### config.mk
export PLATFORM = sky130hd
export DESIGN_NAME = sfx_sequencer
export DESIGN_NICKNAME = d
export VERILOG_FILES = /design/src/rtl/sfx_sequencer.sv
export SDC_FILE = /design/constraint.sdc
export NUM_CORES = 1
export LEC_CHECK = 0
export BUFFER_PORTS_ARGS = -buffer_cell sky130_fd_sc_hd__buf_2
export CORE_MARGIN = 2
export CORE_UTILIZATION = 31
export DETAILED_ROUTE_END_ITERATION = 8
export GPL_ROUTABILITY_DRIVEN = 0
export SKIP_LAST_GASP = 1
export SYNTH_ARGS = -nofsm -noshare
export SYNTH_HDL_FRONTEND = slang
export SYNTH_SLANG_ARGS = --single-unit
export TNS_END_PERCENT = 1
### constraint.sdc
create_clock -name CLK -period 4.8 [get_ports CLK]
set_clock_uncertainty 0.05 [all_clocks]
set_input_delay 0.96 -clock CLK [delete_from_list [all_inputs] [get_ports CLK]]
set_output_delay 0.96 -clock CLK [all_outputs]
set_load 0.01 [all_outputs]
### src/rtl/sfx_sequencer.sv
// Sound-effect sequencer for the single square-wave voice: arbitrates event pulses by
// fixed priority and steps through per-event note lists, driving the synth period/enable.
module sfx_sequencer #(
    parameter int TICK_UNIT = 256,
    parameter int GAP_TICKS = 8
) (
    input  logic        CLK,
    input  logic        RESET_N,
    input  logic        SAMPLE_TRIGGER,
    input  logic [3:0]  EVENT_REQ,
    input  logic        MUTE,
    output logic [15:0] HALF_PERIOD,
    output logic        SYNTH_ENABLE,
    output logic        BUSY,
    output logic [1:0]  ACTIVE_EVENT,
    output logic [3:0]  EVENT_ACK
);

    localparam int DUR_W = 8 + $clog2(TICK_UNIT);
    localparam int GAP_W = (GAP_TICKS > 1) ? $clog2(GAP_TICKS) : 1;
    localparam logic [GAP_W-1:0] GAP_LAST = GAP_W'((GAP_TICKS > 0) ? GAP_TICKS - 1 : 0);

    localparam logic [1:0] ST_IDLE = 2'd0;
    localparam logic [1:0] ST_LOAD = 2'd1;
    localparam logic [1:0] ST_PLAY = 2'd2;
    localparam logic [1:0] ST_GAP  = 2'd3;

    // Note table: {half_period, duration units}; a zero duration ends the sequence.
    function automatic logic [23:0] rom_entry(input logic [1:0] ev, input logic [2:0] idx);
        logic [23:0] e;
        e = '0;
        case ({ev, idx})
            5'b00_000: e = {16'd100, 8'd4};
            5'b01_000: e = {16'd150, 8'd2};
            5'b10_000: e = {16'd80,  8'd2};
            5'b10_001: e = {16'd60,  8'd2};
            5'b11_000: e = {16'd200, 8'd8};
            5'b11_001: e = {16'd250, 8'd8};
            5'b11_010: e = {16'd300, 8'd8};
            5'b11_011: e = {16'd400, 8'd16};
            default:   e = '0;
        endcase
        return e;
    endfunction

    logic [1:0]       state, state_n;
    logic [1:0]       active_n;
    logic [2:0]       note_idx, note_n;
    logic [DUR_W-1:0] dur_cnt, dur_n;
    logic [GAP_W-1:0] gap_cnt, gap_n;
    logic [15:0]      hp_n;
    logic [3:0]       ack_n;
    logic             en_n;

    logic [1:0]  req_idx;
    logic        req_any;
    logic [23:0] rom_word;
    logic [15:0] rom_hp;
    logic [7:0]  rom_dur;
    logic        seq_done;
    logic        accept;

    always_comb begin
        req_idx = 2'd0;
        if (EVENT_REQ[3])      req_idx = 2'd3;
        else if (EVENT_REQ[2]) req_idx = 2'd2;
        else if (EVENT_REQ[1]) req_idx = 2'd1;
        else                   req_idx = 2'd0;
    end

    assign req_any  = |EVENT_REQ;
    assign rom_word = rom_entry(ACTIVE_EVENT, note_idx);
    assign rom_hp   = rom_word[23:8];
    assign rom_dur  = rom_word[7:0];
    // A sequence about to terminate counts as idle, so a request arriving then starts without a gap.
    assign seq_done = (state == ST_LOAD) && ((rom_dur == 8'd0) || (note_idx == 3'd4));
    assign accept   = req_any && ((state == ST_IDLE) || seq_done || (req_idx > ACTIVE_EVENT));

    always_comb begin
        state_n  = state;
        active_n = ACTIVE_EVENT;
        note_n   = note_idx;
        dur_n    = dur_cnt;
        gap_n    = gap_cnt;
        hp_n     = HALF_PERIOD;
        ack_n    = 4'b0000;
        if (accept) begin
            state_n  = ST_LOAD;
            active_n = req_idx;
            note_n   = 3'd0;
            dur_n    = '0;
            gap_n    = '0;
            ack_n    = 4'b0001 << req_idx;
        end else begin
            case (state)
                ST_LOAD: begin
                    if (seq_done) begin
                        state_n = ST_IDLE;
                    end else begin
                        hp_n    = rom_hp;
                        dur_n   = DUR_W'(rom_dur) * DUR_W'(TICK_UNIT);
                        state_n = ST_PLAY;
                    end
                end
                ST_PLAY: begin
                    if (SAMPLE_TRIGGER) begin
                        if (dur_cnt == DUR_W'(1)) begin
                            dur_n  = '0;
                            note_n = note_idx + 3'd1;
                            if (GAP_TICKS > 0) begin
                                gap_n   = '0;
                                state_n = ST_GAP;
                            end else begin
                                state_n = ST_LOAD;
                            end
                        end else begin
                            dur_n = dur_cnt - DUR_W'(1);
                        end
                    end
                end
                ST_GAP: begin
                    if (SAMPLE_TRIGGER) begin
                        if (gap_cnt == GAP_LAST) begin
                            gap_n   = '0;
                            state_n = ST_LOAD;
                        end else begin
                            gap_n = gap_cnt + GAP_W'(1);
                        end
                    end
                end
                default: state_n = ST_IDLE;
            endcase
        end
        en_n = (state_n == ST_PLAY) && !MUTE;
    end

    always_ff @(posedge CLK or negedge RESET_N) begin
        if (!RESET_N) begin
            state        <= ST_IDLE;
            ACTIVE_EVENT <= 2'd0;
            note_idx     <= 3'd0;
            dur_cnt      <= '0;
            gap_cnt      <= '0;
            HALF_PERIOD  <= 16'd0;
            EVENT_ACK    <= 4'b0000;
            SYNTH_ENABLE <= 1'b0;
        end else begin
            state        <= state_n;
            ACTIVE_EVENT <= active_n;
            note_idx     <= note_n;
            dur_cnt      <= dur_n;
            gap_cnt      <= gap_n;
            HALF_PERIOD  <= hp_n;
            EVENT_ACK    <= ack_n;
            SYNTH_ENABLE <= en_n;
        end
    end

    assign BUSY = (state != ST_IDLE);

endmodule

-- Yosys cells after proc, flatten, opt, wreduce, memory -nomap -nowiden
Memories as Yosys holds them, arrays and structs flattened.
Cells that the tools add are included.
- add/subtract/negate cells: 3
- $lt $le $gt $ge: 1
- eq/ne operators: 11
- shift operators: 1
- multiplexer cells: 26
- bitwise gates (word level): 2
- reductions and logical operators: 20
- operator list (kind ; count):
    $mux 16 ; 4
    $pmux 16 s2 ; 1
    $mux 3 ; 9
    $eq 16x1->1 const B ; 1
    $mux 2 ; 8
    $sub 16x1->16 const B ; 1
    $ne 3x3->1 const B ; 4
    $reduce_and 3->1 ; 3
    $logic_not 8->1 ; 1
    $reduce_bool 2->1 ; 4
    $add 3x1->3 const B ; 2
    $eq 2x2->1 const B ; 3
    $eq 3x3->1 const B ; 2
    $pmux 2 s3 ; 1
    $pmux 3 s2 ; 1
    $reduce_bool 3->1 ; 2
    $mux 4 ; 1
    $reduce_and 4->1 ; 1
    $reduce_or 4->1 ; 1
    $shl 1x2->4 const A ; 1
    $logic_and 1x1->1 ; 3
    $logic_or 1x1->1 ; 3
    $eq 2x1->1 const B ; 1
    $gt 2x2->1 ; 1
    other kinds (4) ; 5
- register bits after elaboration: 47
- memory bits (read-only): 384
- input port bits: 8
- output and inout port bits: 24
- logic and storage cells: 73
- memories: 1
- memory list (memory ; depth ; bits a word ; read ports ; clocked after memory_dff ; wr ports ; line ; RTL):
    (name not given) ; 32 ; 12 ; 1 ; 0 ; 0 ; 32 ; case ({ev, idx})

-- Logic depth before layout (Yosys ltp)
Gate-level depths: netlist of the first run.
An unclocked memory read counts as a cell.
- depth in word-level cells: 10
- mapped depth: 9
- depth with buffers taken out: 8

-- Least setup slack after synthesis of the first run
No wires, ideal clock.
- path type: input -> register
- from: input EVENT_REQ[3]
- to: register dur_cnt[12]
- setup time: 0.067 ns
- arrival: 3.060 ns
- required time: 4.683 ns
- setup slack: 1.623 ns
- cell stages on the path: 9
- path buffers: 2
- path through: or2_2 > clkbuf_1 > ha_1 > nor2b_1 > o211a_1 > or3_1 > buf_2 > a21oi_1 > a221o_1
- word-level cells in the longest chain between the ends: 6
- elaborated cells between the ends (all ways): 10
- those cells by class: 1 x order compare; 2 x eq/ne; 2 x mux; 5 x reduce/logical
- ends and longest elaborated chain (what ; line ; RTL):
    start, declared ; 10 ; input logic [3:0] EVENT_REQ,
    $mux 2 * ; 65 ; if (EVENT_REQ[3]) req_idx = 2'd3;
    named net req_idx[1] ; 55 ; logic [1:0] req_idx;
    $gt 2x2->1 * ; 77 ; assign accept = req_any && ((state == ST_IDLE) || seq_done || (req_idx > ACTIVE_EVENT));
    $logic_or 1x1->1 * ; 77 ;
    $logic_and 1x1->1 * ; 77 ;
    $ne 3x3->1 (no source line) / $reduce_bool 3->1 (equally long branches) ; n/a ;
    $reduce_and 3->1 (no source line) ; n/a ;
    end signal, assigned ; 151 ; dur_cnt <= dur_n;
    end, declared ; 49 ; logic [DUR_W-1:0] dur_cnt, dur_n;
Mark *: on every way through the listed nets, which the timed path passes. The rest lies on a longest branch.
A chain may end at the register's enable or synchronous reset.

-- Final worst setup path of the first run
- from: input EVENT_REQ[3]
- to: register dur_cnt[12]
- word-level cells in the longest chain between the ends: 6
- elaborated cells between the ends (all ways): 10
- those cells by class: 1 x order compare; 2 x eq/ne; 2 x mux; 5 x reduce/logical
- ends and longest elaborated chain (what ; line):
    $mux 2 ; 65
    $gt 2x2->1 ; 77
    $logic_or 1x1->1 ; 77
    $logic_and 1x1->1 * ; 77
    $ne 3x3->1 (no source line) / $reduce_bool 3->1 (equally long branches) ; n/a
    $reduce_and 3->1 (no source line) ; n/a
Mark *: on every way between the ends. The rest lies on a longest branch, timed or not.

==> results summary, run 1 <==
The via count normalized by instance count came out at ~5.3. The worst-case setup margin in the final layout is 1.49 ns. The root buffer selected by CTS is sky130_fd_sc_hd__clkbuf_8. Compared with the post-synthesis result, the final layout area differs by 12.8%. The I/O pin total came out at 32.

The static power due to leakage came out at approximately 0.0012 µW. The total stage count of the critical path came out at 8. By startpoint and endpoint, the worst setup path is classified as in -> reg. The number of distinct library cell variants in the gate-level netlist after synthesis is between 50 and 60. The critical path endpoint category is a flop. The initial cell density of the core is 0.322. The path class of the tightest hold or removal check is reg -> reg. The number of antenna repair diodes came out at 0. The length in cells of the worst reg-to-reg path is 7.

The DRC violations left is 0. Across all register-to-register paths, the minimum setup slack is around 1.8 ns. The die height came out at 91.2 µm. For this run, the register share of the synthesized area comes to 0.414. Dividing the final minimum period by the clock period gives 0.690.

The sum of negative setup slack came out at 0 ns. In this run the deepest clock path goes through 2 buffers. The placeable core region came out at around 0.0073 mm². In the final layout, the multi-input gates occupy 0.00127 mm².

In this run the critical register-to-register path is captured at dur_cnt[12]. In this run the worst setup path terminates at dur_cnt[12]. Row generation in the floorplan step produced 31 rows. The number of max-capacitance violations reported is 0.

Hold repair after CTS inserted 0 buffers. The count of flip-flops with a built-in enable after synthesis is 0. The minimum clock period after layout is between 3 and 4 ns.

In the final layout, flip-flops and latches occupy 976 µm². The cell area after technology mapping is 0.00236 mm². The relative max-transition margin came out at 0.362. The power per cell area is 646 mW/mm².

The TritonCTS clock tree is built. After filler insertion, the fill cell instance count of the layout stands at 741. The mean post-synth cell area is 9.44 µm². Measured along the x axis, the die boundary spans between 90 and 100 µm. The maximum number of pins on one net before global-route repair is 40. The combined global-route utilization of all metal layers came out at 0.137. The dominant register cell in the synthesized netlist is sky130_fd_sc_hd__dfrtp_1. The required arrival time at the worst endpoint is 4.98 ns. The pre-CTS setup slack is 1.21 ns. Setup repair after global routing left no endpoint under its margin. Walking the worst path, the cells encountered are buf_2 > or2_2 > ha_1 > nor2b_1 > o211a_1 > or3_1 > a21oi_1 > a221o_1.

The estimated wirelength of the detail-placed design came out at 3.83 mm. The total of buffers placed on input and output ports came out at 23. The share of synthesized area in the top cell type comes to 0.414. Yosys attributes the largest share of cell area to sky130_fd_sc_hd__dfrtp_1, sky130_fd_sc_hd__ha_1, sky130_fd_sc_hd__mux2_2, sky130_fd_sc_hd__nor2_1, sky130_fd_sc_hd__nand2_1. For this design, the sink count on the clock tree is 39. For the pin with the worst max-slew slack, the measured transition is 0.948 ns. The commonest cells after synthesis are sky130_fd_sc_hd__dfrtp_1, sky130_fd_sc_hd__nor2_1, sky130_fd_sc_hd__nand2_1. The mean routed wirelength per cell is about 14 µm.

The floorplan die area is 0.00833 mm². The maximum fanout count along the critical path came out at 9. The total number of vias is 1984. The number of nets with antenna violations after routing came out at 0.

The number of pins with negative max-slew slack in the final report came out at 0. The number of antenna violations at the first check in global routing came out at 0. The number of buffers added by the clock tree synthesis step is 5.

The largest total area in the synthesized netlist belongs to sky130_fd_sc_hd__dfrtp_1. The final hold violation count is 0. The largest stage delay on the critical path came out at 0.64 ns. The total congestion overflow after global routing came out at 0. The total of endpoints with negative setup slack in the final report came out at 0. The most critical setup path has its startpoint at EVENT_REQ[3]. The number of levels the H-tree was split into is 2. The starting DRC count in detailed routing came out at around 160.

The first-pass GRT wire length came out at 9.28 mm. The family of cells with the greatest summed delay on the critical path is compound AO/OA/AOI/OAI gates. Wires add up to 5.32 mm.

The launch instance of the worst register-to-register path is ACTIVE_EVENT[1]. The post-CTS repair timing setup buffer count is 0. After synthesis, the share of flip-flops with an asynchronous set or reset is 1.00. In the post-synthesis netlist, the cell with the most instances is sky130_fd_sc_hd__dfrtp_1. In the final design database the tool counted 292 nets. Of the cells placed in the final design, the portion with a size suffix greater than 1 is 0.184. For this run, the detailed router's first-pass iteration total came to 4. The clock reaches the later pin of the worst-skew pair after 0.30 ns. The type of element launching the critical path is a primary input. The count of buffering cells on the critical path with inverters included is 1.

Data arrives at the worst endpoint at 3.50 ns. The Yosys warning count is 0. The number of cells produced by synthesis came out at between 200 and 300. The highest achievable clock rate came out at 0.302 GHz. The flow ran to the end, and the final reports show no timing, DRC or antenna violations. The number of global-route vias before repair came out at 1910. After clock tree synthesis, the clock-pin slew on the worst setup and hold paths is 0.08 ns. For this design, the slowest cell found on the critical path is sky130_fd_sc_hd__a21oi_1. VDD sags by at most 0.000238 V. The number of register bits inferred by synthesis came out at 39. The quantity of gates resized following cts is 0.
==> kinds of logic (layout without fill, tap and decap cells) <==
group           count (synthesis)  count (layout)  synth area share
compound gates                 64              64             0.194
xor+xnor                        1               1           0.00371
fa+ha+maj                      13              13            0.0689
buf+inv                        31              46            0.0636
flops                          39              39             0.414
mux                            10              10            0.0467
other cells                     1               8           0.00159
simple gates                   91              91             0.208
==> cell usage in the layout (no fill, tap or decap), drive strengths merged, types with 5 or more instances in the layout <==
| cell type | count |
|---|---|
| o21ai | 10 |
| a22o | 7 |
| buf | 26 |
| a221o | 5 |
| nand3 | 5 |
| mux2 | 8 |
| nor4 | 6 |
| nor3 | 8 |
| inv | 12 |
| nand2 | 18 |
| a21oi | 12 |
| nor2 | 20 |
| conb | 8 |
| o22ai | 7 |
| clkbuf | 5 |
| ha | 13 |
| dfrtp | 39 |
==> worst min path at each step <==
stage                     endpoint  cells past startpoint  slack (ns)            from
detailed placement  HALF_PERIOD[2]                      1        0.44  HALF_PERIOD[2]
finish              HALF_PERIOD[1]                      1        0.46  HALF_PERIOD[1]
floorplan              dur_cnt[12]                      1        0.42     dur_cnt[12]
global route        HALF_PERIOD[4]                      1        0.49  HALF_PERIOD[4]
CTS                 HALF_PERIOD[1]                      1        0.47  HALF_PERIOD[1]
global placement    HALF_PERIOD[1]                      1        0.44  HALF_PERIOD[1]
==> area by class of cell <==
cell class              instances  area share
clock inverters                 3      0.0165
well taps                      99      0.0465
clock buffers                   5      0.0259
inverters                      12      0.0169
repair buffers                 26      0.0517
multi-input cells             187       0.476
flip-flops and latches         39       0.367
==> flip-flops by register name, indices dropped and copies added (netlist names) <==
register      flops
HALF_PERIOD       8
SYNTH_ENABLE      1
state             2
note_idx          3
EVENT_ACK         4
ACTIVE_EVENT      2
dur_cnt          16
gap_cnt           3
==> power breakdown <==
part | total [µW] | internal (µW) | switching (µW)
Sequential | 517 | 419 | 97.7
Clock | 282 | 155 | 127
Combinational | 921 | 379 | 542
Total | 1720 | 953 | 767
==> metrics by stage <==
stage	power [µW]	util	instances	hold slack [ns]	area, µm²
after CTS	1720	0.363	371	0.468	2660
after global routing	1870	0.363	371	0.487	2660
after floorplan	1210	-	257	0.422	2390
final	1720	0.363	371	0.461	2660
after global placement	1430	0.348	363	0.437	2550
after detailed placement	1440	0.348	363	0.441	2550
==> routing by layer <==
| layer | vias to the layer above | global-route usage | part of all wire |
|---|---|---|---|
| li1 | 959 | - | - |
| met1 | 967 | 0.195 | 0.47 |
| met2 | 53 | 0.212 | 0.47 |
| met3 | 5 | 0.0257 | 0.047 |
| met4 | 0 | 0.0404 | 0.011 |
| met5 | - | 0 | 0 |
(Power assumes the default switching activity.)
==> inputs of run 2 (changes only) <==
==> constraint.sdc (replaced) <==
create_clock -name CLK -period 3.2 [get_ports CLK]
set_clock_uncertainty 0.05 [all_clocks]
set_input_delay 0.64 -clock CLK [delete_from_list [all_inputs] [get_ports CLK]]
set_output_delay 0.64 -clock CLK [all_outputs]
set_load 0.01 [all_outputs]
==> run 2 against run 1 <==
- sequential cell count did not move
- sequential share of layout area fell by 0.58 points
- register-to-register slack got worse by 1.5 ns
- worst hold slack got worse by 0.062 ns
- combinational power rose by 55%
- sequential power rose by 51%
- cell area rose by 1.6%
==> results summary, run 2 (same netlist as run 1, synthesis figures left out) <==
After legalization and detailed placement, the total HPWL measured 3.95 mm. From bottom edge to top edge, the die measures 91.2 µm. The placeable core region is 0.00733 mm². The number of antenna repair diodes is 0. The relative area change from synthesis to final layout came out at 14.6%.

TritonCTS built the clock tree. During placement, the flow inserted port buffers numbering 23. The largest registers in the layout are dur_cnt (16), HALF_PERIOD (8), EVENT_ACK (4). STA classifies the critical path endpoint as a flop. The mean routed wirelength per cell came out at around 15 µm. The combined global-route utilization of all metal layers came out at 0.135.

The relative max-transition margin is 0.422. The worst path in the final design needs a cycle of 2.89 ns, including I/O delays and setup. The library cell used most frequently in the layout, excluding fill and tap cells, is sky130_fd_sc_hd__dfrtp_1.

For this configuration, the core starts out at a cell density of 0.322. Dividing the final minimum period by the clock period gives 0.904. Counting the fill cells in the layout gives about 740. The horizontal die dimension came out at between 90 and 100 µm. The number of buffers added by the clock tree synthesis step came out at 5. The post-placement cell count came out at 368. The power per cell area is between 900 and 1000 mW/mm². The flip-flop count of the largest register after layout is 16.

The tightest min-delay check is of the in -> async type. The number of detailed-route iterations in the first pass came out at 4. The number of pins with negative max-slew slack in the final report is 0. The number of buffers on the longest clock path is 2. The number of nets with antenna violations after routing is 0. The static power due to leakage came out at 0.00127 µW. The quantity of gates resized following cts came out at 0. The worst-case setup margin in the final layout is 0.308 ns. The DRC violations left is 0. The slew of the pin with the lowest slew margin came out at 0.868 ns. Setup violations remaining at the end of the flow were counted as 0. The final hold violation count came out at 0.

The required arrival time at the worst endpoint came out at around 3.4 ns. The first global-routing pass estimated between 9 and 10 mm of wire. In the layout the commonest cells are sky130_fd_sc_hd__dfrtp_1, sky130_fd_sc_hd__buf_2, sky130_fd_sc_hd__nor2_1. The type of element launching the critical path is a flop.

The count of standard-cell rows came out at 31. The starting DRC count in detailed routing is 129. The floorplan die area came out at roughly 0.0083 mm². The multi-input combinational cell area is 0.00127 mm². CTS saw 39 sinks.

The number of nets in the layout is 297. For the worst-skew pair, the clock arrives at the later sink with an insertion delay of about 0.3 ns. Derived from the worst setup path, the maximum achievable clock frequency is 0.346 GHz. CTS placed an instance of sky130_fd_sc_hd__clkbuf_8 at the clock tree root. The filler-free cell count of the finished design came out at 376. The proportion of layout cells with a drive suffix above 1 is 0.202.

The number of antenna violations at the first check in global routing came out at 0. Wires add up to 5.46 mm. The sum of negative setup slack came out at 0 ns. The pre-CTS setup slack came out at ~0.25 ns. The hold-fix buffer count after cts is 0. The total congestion overflow after global routing is 0.

Setup repair after global routing left no endpoint under its margin. Across the run, the number of max-cap violations was 0. The total number of vias is 1976. After detailed routing, the number of vias per cell comes to 5.26. The register with the most flip-flops is dur_cnt. The number of global-route vias before repair came to 1868. Summing all flip-flop and latch instances after layout gives 976 µm². The run finished with clean final reports.

The clock edge transition at the registers on the reported setup and hold paths came out at ~0.090 ns. At the worst endpoint, the arrival time is 3.05 ns. The worst vdd rail ir drop is 0.000459 V. The maximum fanout count along the critical path is 8. The I/O pin total came out at 32. The post-CTS repair timing setup buffer count came out at 0. The critical path in this run is classified as reg -> reg. The number of levels the H-tree was split into is 2. The maximum number of pins on one net before global-route repair is 40.
==> run 2: area by class of cell <==
class | count | area share
tap | 99 | 0.0458
inverter | 12 | 0.0167
sequential | 39 | 0.361
clock buffer | 5 | 0.0255
clock inverter | 3 | 0.0162
multi-input combinational | 187 | 0.470
timing repair buffer | 31 | 0.0648
==> run 2: routing by layer <==
metal | vias to the layer above | global-route usage | share of wire
met5 | - | 0 | 0
met4 | 0 | 0.0303 | 0.0084
met3 | 5 | 0.0257 | 0.049
met2 | 57 | 0.217 | 0.48
met1 | 954 | 0.189 | 0.46
li1 | 960 | - | -
==> run 2: worst max-delay path, stage by stage, from the launching register on <==
cell and delay (ns):
sky130_fd_sc_hd__dfrtp_1 0.49, sky130_fd_sc_hd__inv_1 0.13, sky130_fd_sc_hd__ha_1 0.25, sky130_fd_sc_hd__nor3b_1 0.15, sky130_fd_sc_hd__a211oi_1 0.54, sky130_fd_sc_hd__o21bai_1 0.20
sky130_fd_sc_hd__a21oi_1 0.54, sky130_fd_sc_hd__buf_4 0.26, sky130_fd_sc_hd__nor3b_1 0.19
==> run 2: where the power goes <==
group          total (µW)  leakage [µW]  switching, µW  internal, µW
Sequential            781      0.000516            153           629
Clock                 416     0.0000581            184           232
Combinational        1430      0.000699            828           607
==> run 2: worst paths after layout <==
check                                     from             end  slack, ns  depth (start not counted)
worst max-delay path               note_idx[1]    EVENT_ACK[2]       0.31                          8
worst min-delay path                   RESET_N      dur_cnt[3]       0.40                          1
worst max register to register     note_idx[1]    EVENT_ACK[2]       0.31                          8
worst min register to register  HALF_PERIOD[7]  HALF_PERIOD[7]       0.46                          1
max in group asynchronous              RESET_N  HALF_PERIOD[8]       2.15                          1
min in group CLK                          MUTE    SYNTH_ENABLE       0.45                          2
==> run 2: metrics by stage <==
| stage | hold WS [ns] | area [µm²] | power [µW] | utilization |
|---|---|---|---|---|
| after global routing | 0.443 | 2700 | 2860 | 0.369 |
| final | 0.399 | 2700 | 2630 | 0.369 |
| after CTS | 0.440 | 2700 | 2630 | 0.368 |
| after detailed placement | 0.441 | 2590 | 2210 | 0.353 |
| after global placement | 0.437 | 2590 | 2180 | 0.353 |
| after floorplan | 0.294 | 2390 | 1810 | - |
